### config.mk
export PLATFORM = sky130hd
export DESIGN_NAME = pipeflop
export DESIGN_NICKNAME = d
export VERILOG_FILES = /design/src/rtl/pipeflop.sv
export SDC_FILE = /design/constraint.sdc
export NUM_CORES = 1
export LEC_CHECK = 0
export BUFFER_PORTS_ARGS = -buffer_cell sky130_fd_sc_hd__buf_2
export CORE_MARGIN = 2
export CORE_UTILIZATION = 34
export DETAILED_ROUTE_END_ITERATION = 6
export SLEW_MARGIN = 40
export SYNTH_ARGS = -nofsm -noshare
export SYNTH_HDL_FRONTEND = slang
export SYNTH_SLANG_ARGS = --single-unit
export TNS_END_PERCENT = 5
### constraint.sdc
create_clock -name clk -period 1.46 [get_ports clk]
set_input_delay 0.219 -clock clk [delete_from_list [all_inputs] [get_ports clk]]
set_output_delay 0.219 -clock clk [all_outputs]
set_load 0.02 [all_outputs]
### src/rtl/pipeflop.sv
// pipeflop: valid/ready register pipeline of STAGES entries with load, flush and occupancy count.
//   clk, reset      : clock, synchronous active-high reset
//   load, val       : force val into the output stage, invalidate the rest
//   flush           : invalidate all stages, data held
//   inValid/inReady : input handshake for d
//   outValid/outReady : output handshake for q
//   count           : number of valid stages after the edge
module pipeflop #(
  parameter int WIDTH = 8,
  parameter int STAGES = 2,
  parameter type TYPE = logic [WIDTH-1:0],
  parameter TYPE RESETVAL = TYPE'('0)
) (
  input  logic                       clk,
  input  logic                       reset,
  input  logic                       load,
  input  TYPE                        val,
  input  logic                       flush,
  input  logic                       inValid,
  output logic                       inReady,
  input  TYPE                        d,
  output logic                       outValid,
  input  logic                       outReady,
  output TYPE                        q,
  output logic [$clog2(STAGES+1)-1:0] count
);
  localparam int CW = $clog2(STAGES+1);
  logic [STAGES-1:0] valid, rdy, nv;
  logic [STAGES:0] sv;
  logic [CW-1:0] cn;
  logic acc, normal;
  assign sv = {valid, inValid};
  assign normal = ~reset & ~load & ~flush;
  assign inReady = rdy[0] & normal;
  assign outValid = valid[STAGES-1];
  // Ready ripples back from the output: a stage advances if any stage at or after it is empty.
  always_comb begin
    acc = outReady;
    for (int i = STAGES-1; i >= 0; i--) begin
      acc = acc | ~valid[i];
      rdy[i] = acc;
    end
  end
  always_comb begin
    nv = valid;
    for (int i = 0; i < STAGES; i++) nv[i] = rdy[i] ? sv[i] : valid[i];
    nv = reset ? '0 : load ? STAGES'(1) << (STAGES-1) : flush ? '0 : nv;
    cn = '0;
    for (int i = 0; i < STAGES; i++) cn = cn + CW'(nv[i]);
  end
  always_ff @(posedge clk) begin
    if (reset) begin
      valid <= '0;
      count <= '0;
    end else begin
      valid <= nv;
      count <= cn;
    end
  end
  for (genvar g = 0; g < STAGES; g++) begin : stg
    TYPE r, src;
    logic we;
    if (g == 0) begin : head
      assign src = d;
    end else begin : body
      assign src = stg[g-1].r;
    end
    // Data only moves when a valid item arrives; bubbles leave the old data in place.
    assign we = normal & rdy[g] & sv[g];
    always_ff @(posedge clk) begin
      if (reset) r <= RESETVAL;
      else if (load) begin
        if (g == STAGES-1) r <= val;
      end else if (we) r <= src;
    end
  end
  assign q = stg[STAGES-1].r;
endmodule

==> reports/metrics.cfg, run 1 <==
[global_routing]
gr-total-overflow = 0
grt_pass1_vias = 808
grt_max_degree = 13
antenna_found_initial = 0
grt.total_usage = 0.140
grt_pass1_wl_um = 3590

[status]
status = finished, final reports clean

[flow_run]
timing.max_cap.violations = 0

[routing]
vias_per_cell = 4.94
detail_route.wl_per_cell_um = 12.9
initialDrtViolationCount = 17
drt-total-wl_um = 2120
via_count = 810
first_pass_iters = 4
ant_nets = 0
drc_errors = 0

[cts]
clockRootBuffer = clkbuf_4
cts_tree = yes
cts_sinks = 20
ctsLongestPathBuffers = 2
clock_latency_ns = 0.31
cts_made_buffers = 3
cts-hold-fix-buffers = 0
clkTransAtPathRegs_ns = 0.12
htree_levels = 1

[timing]
rsz0062_at_grt = true
fin_worst_skew_ns = 0.00751
setup_viol = 0
hold_violations = 0
min_period_over_period = 0.982
slew_headroom = 0.767
fin_crit_ns = 1.43
final_max_slew_viol_count = 0
whs_ns = 0.127
fmax_ghz = 0.698
worst_pin_slew_ns = 0.347

[cells_and_area]
multi_input_area_um2 = 520
nets = 157
mostFrequentLayoutCell = buf_2
final_cell_mix = 32 x buf_2, 18 x dfxtp_1, 11 x buf_4, 9 x nor2b_1, 8 x mux2_4
area_growth_syn_to_layout_pct = 34.0
nFillCells = 261
final-seq-area_um2 = 403
diodes = 0
layout-drive-gt1-share = 0.496

[die]
initial_core_util = 0.354
dieHeight_um = 57.4
fp.dieW_um = 57.4
io_pins = 34
rows = 19
design.die.area_mm2 = 0.00329
coreArea_mm2 = 0.00273

[yosys]
synth_top_area_frac = 0.413
synth_top_cells_by_area = dfxtp_1 41%, mux2_4 12%, nor2b_1 6.5%, o311ai_1 5.4%, a31oi_1 3.9%
synth_top_cell_by_area = dfxtp_1
syn-instance-count = 91
synth_seq_cells = 20
syn-num-nets = 114
synth_area_per_cell_um2 = 10.6
synth_flop_cell = dfxtp_1
syn_area_um2 = 968
synth_edf_count = 0
yosysSeqAreaShare = 0.413
ys_types = 27
synthArstFlopShare = 0
synth_warnings = 0

[power_and_ir_drop]
powerDensity_mw_per_mm2 = 948
power.static_leakage_nw = 0.609
ir_drop_uv = 510
power_mw = 1.23

[worst_setup_path]
end_kind = output pin
crit_path_start_kind = input pin
reg2reg_depth = 6
worstPathRequired_ns = 1.24
arrival_ns = 1.21
crit_fanout = 8
criticalPathCategory = in -> out

[place]
dp_hpwl_um = 1620
numPortBuffers = 33
place.gp.congestion = 0.810

[hold_path]
hold_depth = 2
hp-class = in -> reg

-- path summary, 6_finish.rpt --
path	from	slack, ns	to
hold reg to reg	q[0]$_SDFFE_PP0P_	0.50	q[0]$_SDFFE_PP0P_
setup reg to reg	valid[0]$_SDFF_PP0_	0.13	count[0]$_SDFF_PP0_
hold / removal	d[4]	0.13	stg[0].r[4]$_SDFFE_PP0P_
setup / recovery	reset	0.03	inReady
-- metrics by stage --
step,TNS (ns),instance area (µm²),std cells,worst slack [ns],util
after floorplan,0,970,91,0.0505,-
after detailed placement,0,1210,158,0.0119,0.441
final,0,1300,164,0.0270,0.475
after global routing,-0.0261,1300,164,-0.0261,0.475
after global placement,0,1210,158,0.0404,0.441
after CTS,0,1270,162,0.000657,0.465
-- registers in the layout, indices dropped and copies added (netlist names) --
| signal | cells |
|---|---|
| count | 2 |
| valid | 2 |
| stg.r | 8 |
| q | 8 |
-- cells by family after synthesis --
logic type / synth area share
mux: 0.124
fa+ha+maj: 0.0129
flops: 0.413
simple gates: 0.178
buf+inv: 0.0672
compound gates: 0.204
-- per-layer routing --
metal	share of wire	up-vias	track usage
li1	-	420	-
met2	0.48	23	0.222
met5	0	-	0
met1	0.46	363	0.178
met4	0.018	0	0.0764
met3	0.047	4	0.0272
-- what timing repair did --
| item | in CTS | in global routing |
|---|---|---|
| endpoints found under the setup margin | 1 | 1 |
| hold endpoints to repair | 0 | 0 |
| buffers inserted | 0 | 2 |
| pin swaps | 0 | 1 |
| gates resized for setup | 5 | 3 |
-- power by group --
part / total (mW) / leakage [nW] / switching [mW] / internal [mW]
Combinational: 0.186 / 0.416 / 0.0968 / 0.0890
Sequential: 0.585 / 0.165 / 0.0137 / 0.572
Clock: 0.459 / 0.0279 / 0.181 / 0.278
Total: 1.23 / 0.609 / 0.292 / 0.938
-- cell type report --
| type | count | share of cell area |
|---|---|---|
| Tap cell | 31 | 0.0299 |
| Sequential cell | 20 | 0.311 |
| Clock buffer | 3 | 0.0174 |
| Inverter | 4 | 0.0154 |
| Clock inverter | 1 | 0.0231 |
| Timing Repair Buffer | 44 | 0.203 |
| Multi-Input combinational cell | 61 | 0.401 |
-- Yosys cell counts (2+ instances only) --
| master | number |
|---|---|
| inv_1 | 3 |
| nand4_1 | 6 |
| dfxtp_1 | 20 |
| nor2_1 | 2 |
| a31oi_1 | 6 |
| buf_6 | 2 |
| nor2b_1 | 10 |
| nand2_1 | 6 |
| a21oi_1 | 4 |
| o221a_1 | 2 |
| o21a_1 | 2 |
| o311ai_1 | 6 |
| mux2_4 | 8 |
-- critical path, stage by stage --
cell	delay [ns]
buf_2	0.13
or3_1	0.53
nor2_1	0.18
buf_4	0.16
No activity file was read; power rests on OpenSTA's default activity.
==> run 2: changes to the inputs <==
Settings changed: CELL_PAD_IN_SITES_DETAIL_PLACEMENT from default to 1, CELL_PAD_IN_SITES_GLOBAL_PLACEMENT from default to 1, CORE_UTILIZATION 34 to 32, PLACE_DENSITY_LB_ADDON from default to 0.1.
==> run 2 against run 1 <==
First-iteration DRC count shrank 5.9%. Register-to-register slack is essentially flat. Final area shrank 2.9%. Largest power group unchanged. Critical endpoint is now count[0]$_SDFF_PP0_. Core utilization shrank 2.5 points. Cell count shrank 0.61%. Maximum frequency grew 7.1%.
==> reports/metrics.cfg, run 2 (same netlist as run 1, synthesis figures left out) <==
[power_and_ir_drop]
power_mw = 1.09  ; was 1.23 mW
ir_drop_uv = 361  ; was 510 µV
powerDensity_mw_per_mm2 = 865  ; was 948 mW/mm²
power.static_leakage_nw = 0.591  ; was 0.609 nW

[cts]
ctsLongestPathBuffers = 2  ; unchanged
cts_tree = yes  ; unchanged
cts_made_buffers = 3  ; unchanged
clkTransAtPathRegs_ns = 0.12  ; about the same
clock_latency_ns = 0.30  ; was 0.31 ns
clockRootBuffer = clkbuf_4  ; unchanged
htree_levels = 1  ; unchanged
cts_sinks = 20  ; unchanged
cts-hold-fix-buffers = 0  ; unchanged

[die]
initial_core_util = 0.345  ; was 0.354
io_pins = 34  ; unchanged
fp.dieW_um = 59.0  ; was 57.4 µm
coreArea_mm2 = 0.00281  ; was 0.00273 mm²
dieHeight_um = 59.0  ; was 57.4 µm
design.die.area_mm2 = 0.00348  ; was 0.00329 mm²
rows = 19  ; unchanged

[global_routing]
grt_max_degree = 12  ; was 13
gr-total-overflow = 0  ; unchanged
grt_pass1_vias = 830  ; was 808
grt.total_usage = 0.147  ; was 0.140
antenna_found_initial = 0  ; unchanged
grt_pass1_wl_um = 3900  ; was 3590 µm

[routing]
ant_nets = 0  ; unchanged
first_pass_iters = 2  ; was 4
initialDrtViolationCount = 16  ; was 17
via_count = 804  ; was 810
detail_route.wl_per_cell_um = 13.9  ; was 12.9 µm
drc_errors = 0  ; unchanged
vias_per_cell = 4.93  ; was 4.94
drt-total-wl_um = 2260  ; was 2120 µm

[worst_setup_path]
criticalPathCategory = reg -> reg  ; was in -> out
end_kind = register  ; was output pin
crit_fanout = 4  ; was 8
arrival_ns = 1.54  ; was 1.21 ns
crit_path_start_kind = register  ; was input pin
worstPathRequired_ns = 1.67  ; was 1.24 ns

[hold_path]
hp-class = in -> reg  ; unchanged

[place]
dp_hpwl_um = 1840  ; was 1620 µm
place.gp.congestion = 0.717  ; was 0.810
pre_cts_ws_ns = -0.0444  ; was 0.0119 ns
numPortBuffers = 33  ; unchanged

[timing]
slew_headroom = 0.632  ; was 0.767
fin_crit_ns = 1.34  ; was 1.43 ns
min_period_over_period = 0.917  ; was 0.982
worst_pin_slew_ns = 0.551  ; was 0.347 ns
final.setup.worst_slack_ns = 0.122  ; was 0.0270 ns
rsz0062_at_grt = false  ; was true
hold_violations = 0  ; unchanged
final_max_slew_viol_count = 0  ; unchanged
setup_viol = 0  ; unchanged
fin_worst_skew_ns = 0.00148  ; was 0.00751 ns
fmax_ghz = 0.747  ; was 0.698 GHz

[cells_and_area]
diodes = 0  ; unchanged
final_cell_mix = 33 x buf_2, 19 x dfxtp_1, 10 x nor2b_1, 9 x buf_4, 8 x mux2_4  ; was 32 x buf_2, 18 x dfxtp_1, 11 x buf_4, 9 x nor2b_1, 8 x mux2_4
nets = 156  ; was 157
layout-drive-gt1-share = 0.485  ; was 0.496
mostFrequentLayoutCell = buf_2  ; unchanged
final_util = 0.449  ; was 0.475
area_growth_syn_to_layout_pct = 30.1  ; was 34.0%

[flow_run]
timing.max_cap.violations = 0  ; unchanged

[status]
status = finished, final reports clean  ; unchanged

run 2: critical path: stages (launching register included):
cell and delay, ns:
dfxtp_2 0.35, nand2b_2 0.13, nor2_2 0.06, buf_4 0.13
o21a_1 0.17, ha_1 0.28, nor2b_1 0.13
run 2: where the power goes:
part	leakage [nW]	switching, mW	internal [mW]	total [mW]
Sequential	0.164	0.0137	0.572	0.585
Clock	0.0210	0.173	0.152	0.325
Combinational	0.405	0.0952	0.0854	0.181
Total	0.591	0.282	0.809	1.09
run 2: path summary, 6_finish.rpt:
kind,from,end,slack [ns],cells after the start
max,valid[1]$_SDFF_PP0_,count[0]$_SDFF_PP0_,0.12,6
min,d[5],stg[0].r[5]$_SDFFE_PP0P_,0.14,2
max reg2reg,valid[1]$_SDFF_PP0_,count[0]$_SDFF_PP0_,0.12,6
min reg2reg,q[2]$_SDFFE_PP0P_,q[2]$_SDFFE_PP0P_,0.50,2
run 2: what timing repair did:
action,in CTS,in global routing
resized for setup,1,2
pin swaps,0,1
buffers inserted,0,2
endpoints found under the setup margin,1,1
run 2: cell type report:
type                            instances  area, µm²
Clock buffer                            4       36.3
Fill cell                             338       1550
Inverter                                4       17.5
Multi-Input combinational cell         61        513
Sequential cell                        20        402
Tap cell                               31       38.8
Timing Repair Buffer                   43        253
run 2: metal layers:
metal / routed length, µm / part of all wire / track usage / vias to the layer above
met4: 19 / 0.0084 / 0.0390 / 0
li1: - / - / - / 418
met3: 108 / 0.048 / 0.0284 / 2
met2: 1020 / 0.45 / 0.225 / 19
met1: 1110 / 0.49 / 0.211 / 365
met5: 0 / 0 / 0 / -
run 2: through the flow:
step / hold slack, ns / setup TNS, ns / area [µm²] / instances
finish: 0.138 / 0 / 1260 / 163
detailed placement: 0.451 / -0.0444 / 1200 / 157
global placement: 0.444 / 0 / 1200 / 157
CTS: 0.125 / 0 / 1240 / 161
floorplan: 0.343 / 0 / 970 / 91
global route: 0.115 / 0 / 1260 / 163
